**config.mk**
```make
export PLATFORM = sky130hd
export DESIGN_NAME = reg32_piso
export DESIGN_NICKNAME = d
export VERILOG_FILES = /design/src/rtl/reg32_piso.sv
export SDC_FILE = /design/constraint.sdc
export NUM_CORES = 1
export LEC_CHECK = 0
export ABC_CLOCK_PERIOD_IN_PS = 1900
export CAP_MARGIN = 20
export CORE_MARGIN = 4
export CORE_UTILIZATION = 40
export CTS_CLUSTER_SIZE = 25
export DETAILED_ROUTE_END_ITERATION = 10
export HOLD_SLACK_MARGIN = 0.02
export PLACE_DENSITY = 0.66
export SLEW_MARGIN = 20
export SYNTH_ARGS = -nofsm -noshare
export SYNTH_HDL_FRONTEND = slang
export SYNTH_SLANG_ARGS = --single-unit
```
**constraint.sdc**
```tcl
create_clock -name clk -period 1.9 [get_ports clk]
set_clock_uncertainty 0.15 [all_clocks]
set_input_delay 0.38 -clock clk [delete_from_list [all_inputs] [get_ports clk]]
set_output_delay 0.38 -clock clk [all_outputs]
set_load 0.05 [all_outputs]
```
**src/rtl/reg32_piso.sv**
```systemverilog
// Parallel-in / serial-out converter with valid/ready handshakes on both
// sides. A word is loaded while idle and then shifted out one bit per
// downstream transfer, MSB or LSB first. The final bit is flagged with out_last.
module reg32_piso #(
    parameter int WIDTH     = 32,
    parameter bit MSB_FIRST = 1'b1
) (
    input  logic             clk,
    input  logic             rst,
    input  logic             in_valid,
    output logic             in_ready,
    input  logic [WIDTH-1:0] in_data,
    output logic             out_bit,
    output logic             out_valid,
    input  logic             out_ready,
    output logic             out_last,
    output logic             busy
);

    localparam int CW = $clog2(WIDTH + 1);
    localparam logic [CW-1:0] LAST_CNT = CW'(WIDTH - 1);

    typedef enum logic {
        IDLE  = 1'b0,
        SHIFT = 1'b1
    } state_t;

    state_t           state_q, state_d;
    logic [WIDTH-1:0] shreg_q, shreg_d;
    logic [CW-1:0]    cnt_q,   cnt_d;

    // State, shift register and bit counter; reset wins over any handshake.
    always_ff @(posedge clk) begin
        if (rst) begin
            state_q <= IDLE;
            shreg_q <= '0;
            cnt_q   <= '0;
        end else begin
            state_q <= state_d;
            shreg_q <= shreg_d;
            cnt_q   <= cnt_d;
        end
    end

    // Next-state and handshake outputs; SHIFT ignores the input side entirely.
    always_comb begin
        state_d   = state_q;
        shreg_d   = shreg_q;
        cnt_d     = cnt_q;
        in_ready  = 1'b0;
        out_valid = 1'b0;
        out_last  = 1'b0;
        busy      = 1'b0;

        case (state_q)
            IDLE: begin
                in_ready = ~rst;
                if (in_valid && !rst) begin
                    shreg_d = in_data;
                    cnt_d   = '0;
                    state_d = SHIFT;
                end
            end
            SHIFT: begin
                out_valid = 1'b1;
                busy      = 1'b1;
                out_last  = (cnt_q == LAST_CNT);
                if (out_ready) begin
                    // Move the next bit toward the output end, zero-filling.
                    shreg_d = MSB_FIRST ? (shreg_q << 1) : (shreg_q >> 1);
                    cnt_d   = cnt_q + CW'(1);
                    if (cnt_q == LAST_CNT) begin
                        state_d = IDLE;
                    end
                end
            end
            default: begin
                state_d = IDLE;
            end
        endcase
    end

    // The serial output is always the bit at the output end of the register.
    assign out_bit = MSB_FIRST ? shreg_q[WIDTH-1] : shreg_q[0];

endmodule

```
Word level (Yosys, flattened, before mapping)
Index checks and enable logic that the tools add are counted.
{ "op_classes": {"add_sub_neg": 1, "n_eq_ne": 3, "mux": 13, "bitwise": 2, "n_reduce_logical": 3} }
{ "ops": {"columns": ["operator", "n"], "rows": [
  ["2-to-1 mux 32 bit", 2],
  ["case mux 32 bit (2 select lines)", 1],
  ["2-to-1 mux 6 bit", 2],
  ["case mux 6 bit (2 select lines)", 1],
  ["adder 6 x 1 -> 6 bit, second input constant", 1],
  ["equality test 6 x 5 -> 1 bit, second input constant", 1],
  ["2-to-1 mux 1 bit", 6],
  ["!= test 2 bit, second input constant", 2],
  ["NOT 1 bit", 2],
  ["case mux 1 bit (2 select lines)", 1],
  ["AND reduction 2 bit", 1],
  ["logical AND 1 bit", 1],
  ["zero test 1 bit", 1]
]} }
{ "word_totals": {"register_bits": 39, "inputBits": 36, "elab_cells": 25} }

Logic depth before layout (Yosys ltp)
{ "depth": {"word_depth": 4, "mapped_depth": 6} }

Least setup slack after synthesis
No wires, ideal clock.
{ "synth_timing": {"path_type": "reg2out", "start": "reg state_q", "end": "out out_last", "arrival_time_ns": 1.670, "required_ns": 1.370, "slack_ns": -0.300, "stages_incl_launch_ff": 4, "path_buffers": 2, "cell_sequence": "dfxtp_1 > buf_6 > clkbuf_1 > and2_1"} }
{ "synth_via": {"elab_chain_cells": 1} }
{ "synth_rtl": {"columns": ["item", "line", "source"], "rows": [
  ["from (decl)", "28", "state_t state_q, state_d;"],
  ["from (signal assigned)", "39", "state_q <= state_d;"],
  ["2-to-1 mux 1 bit", "55", "case (state_q)"],
  ["to (decl)", "16", "output logic out_last,"]
]} }
Every way passes these cells.

Final worst setup path
{ "layout_timing": {"start": "reg cnt_q[0]", "end": "out out_last"} }
{ "layout_via": {"elab_chain_cells": 2} }
{ "layout_rtl": {"columns": ["item", "line", "source"], "rows": [
  ["from (decl)", "30", "logic [CW-1:0] cnt_q, cnt_d;"],
  ["from (signal assigned)", "41", "cnt_q <= cnt_d;"],
  ["equality test 6 x 5 -> 1 bit", "67", "out_last = (cnt_q == LAST_CNT);"],
  ["2-to-1 mux 1 bit", "55", null]
]} }
Every way passes these cells.

==> reports/metrics.csv <==
metric,value,unit
synth unique cells,27,
peak supply drop,0.5042,mV
final cell count without fillers,292,
"antenna viol nets, final",0,
CORE AREA,4414,um2
Final nets,276,
MaxCap Viol Count,0,
initial cell density of the core,41.87,%
Final Cycle Share,102.3,%
"Slowest-stage cell, CP",dfxtp_4,
fin util,58.90,%
clock latency at the later pin of the worst-skew pair,300,ps
# H-tree levels,2,
"commonest non-fill, non-tap cells in the layout","36 x dfxtp_1, 35 x mux2i_1, 35 x clkdlybuf4s50_1, 33 x a211oi_1, 32 x nor3_1",
RSZ-0062 raised after global routing,yes,
PD cells,743.6,nW/um2
#FFs+latches synth,39,
Gate Count Post-Synth,192,
share of cells above drive strength 1,17.50,%
Fin Setup TNS,-42.91,ps
row count,24,
largest delay contributor family on the critical path,simple AND/OR/NAND/NOR gates,
post-DP HPWL,2641,um
violated checks,setup timing,
GRT Residual Overflow,0,
1st-iter DRT viols,90,
CTS tree,done,
"Net Count, Synth",229,
crit path kind,reg -> out,
main flop type after synthesis,dfxtp_1,
vias post-DR,1597,
TritonRoute pass-1 iters,4,
Final setup viols,1,
cell count after placement,277,
area delta synth->final,40.69,%
Tightest Pin Transition,314.2,ps
number of port buffers,40,
Post-Syn Area,1848,um2
clk sinks,39,
number of flops mapped to enable cells by yosys,0,
top-area cell type share of the netlist area,42.25,%
n_diodes,0,
CP Capture Type,primary output,
largest area contributor in the netlist,dfxtp_1,
TritonCTS buffer count,5,
design area,2600,um2
Buf/Inv on CP,1,
Critical Path Source Type,register,
async set-reset flop share out of synthesis,0,%
first-pass GRT wire length,7362,um
maximum single-stage delay on the critical path,370,ps
CP Data Arrival Time,1410,ps
relative max-transition margin,79.01,%
vias per cell,5.469,
chip height,75.97,um
Peak Freq,0.5147,GHz
register area,787.0,um2
"most common cell after layout, fill and taps aside",dfxtp_1,
WP data required,1370,ps
"Cell Chain, Critical Path",ha_4 -> nand3_4 -> nor3b_4 -> and2_4 -> buf_12,
DRC viols,0,
outcome,"complete, but fails checks",
initial antenna violation count,0,
min cycle time layout,1943,ps
multi-input logic area,998.5,um2
sequential area share after synthesis,42.25,%
fill count,398,
critical path peak fanout,2,
PnR worst setup slack,-42.91,ps
Final Hold Viols,0,
synth top area cells,"dfxtp_1 42%, mux2i_1 19%, a211oi_1 13%",
placed inst area,2405,um2
Ys Warns,0,
Avg Synthesized Cell Area,9.625,um2
die width,75.97,um
die area,5771,um2
final max-slew violation count,0,
Post-CTS Hold Buffers,0,
clock slew at reported path FFs,70,ps
I/O pin count,41,
Routed wire per std cell,14.74,um
Root Driver,clkbuf_8,
pin count of the biggest net entering global routing,35,
hold crit path type,reg -> reg,
GRT Total Usage,15.20,%
leakage power,0.9720,nW
vias in the first global route,1593,
routed wire length,4303,um
Max clock buf depth,2,
Final GP Congestion,0.7565,
## sequential cells by signal (all words and copies together), names as in the netlist
signal and flops:
shreg_q 32, state_q 1, cnt_q 6
## area by class of cell
cell class                 count  share of cell area, %
clock buffer                   8                  3.850
inverter                       1                 0.1444
sequential                    39                  30.27
multi-input combinational    131                  38.40
tap                           52                  2.502
timing repair buffer          61                  24.83
## final timing paths
| path | from | endpoint | slack [ps] | cells past startpoint |
|---|---|---|---|---|
| worst min register to register | shreg_q[0] | shreg_q[0] | 370 | 2 |
| worst max register to register | cnt_q[0] | cnt_q[4] | 280 | 7 |
| worst max-delay path | cnt_q[0] | out_last | -40 | 5 |
| worst min-delay path | shreg_q[0] | shreg_q[0] | 370 | 2 |
## worst register-to-register path: cells and delay by family, from the launching register on
family / cells / cell delay, ps
AO/OA/AOI/OAI: 2 / 400
adder cells (fa/ha/maj): 1 / 150
buffers and inverters: 3 / 380
flip-flops: 1 / 370
AND/OR/NAND/NOR: 1 / 90
## repair_timing
| item | in CTS | in global routing |
|---|---|---|
| endpoints found under the setup margin | 1 | 1 |
| pin swaps | 2 | 2 |
| endpoints found under the hold margin | 0 | 0 |
| gates resized for setup | 8 | 2 |
| setup buffers | 4 | 3 |
## metrics by stage
step                power (mW)  hold WS (ps)  setup WS, ps
finish                   1.933         374.8        -42.91
global route             2.031         423.6        -120.0
CTS                      1.955         372.7        -30.62
detailed placement       1.339         353.0        -87.49
global placement         1.336         330.6        -55.44
floorplan                1.177         308.5         153.9
## logic make-up (layout without fill, tap and decap cells)
group,count (synthesis),in the layout,share of synthesized area (%)
compound gates,42,42,16.66
fa+ha+maj,1,1,0.6769
flops,39,39,42.25
buf+inv,22,70,6.296
simple gates,53,53,15.17
mux,35,35,18.96
## cells in the mapped netlist, types with 2 or more instances
cell type	number
and2_1	2
nand2_1	3
nor3_1	32
mux2i_1	35
nand3_1	3
buf_2	12
o21ai_0	2
or3_1	2
dfxtp_1	39
buf_6	2
a211oi_1	33
a22oi_1	2
a21oi_1	2
clkbuf_1	6
nor2_1	5
## power breakdown
part	switching, mW	leakage (nW)	internal [mW]	total, mW
Sequential	0.0393	0.323	0.882	0.921
Clock	0.281	0.0515	0.331	0.612
Combinational	0.184	0.598	0.216	0.400
Total	0.504	0.972	1.43	1.93
## per-layer routing
metal	vias up	GRT usage, %	routed length, um
li1	814	-	-
met2	33	21.83	1800
met3	7	5.556	229
met1	743	20.79	2210
met4	0	5.338	63
met5	-	0	0
(Power assumes the default switching activity.)
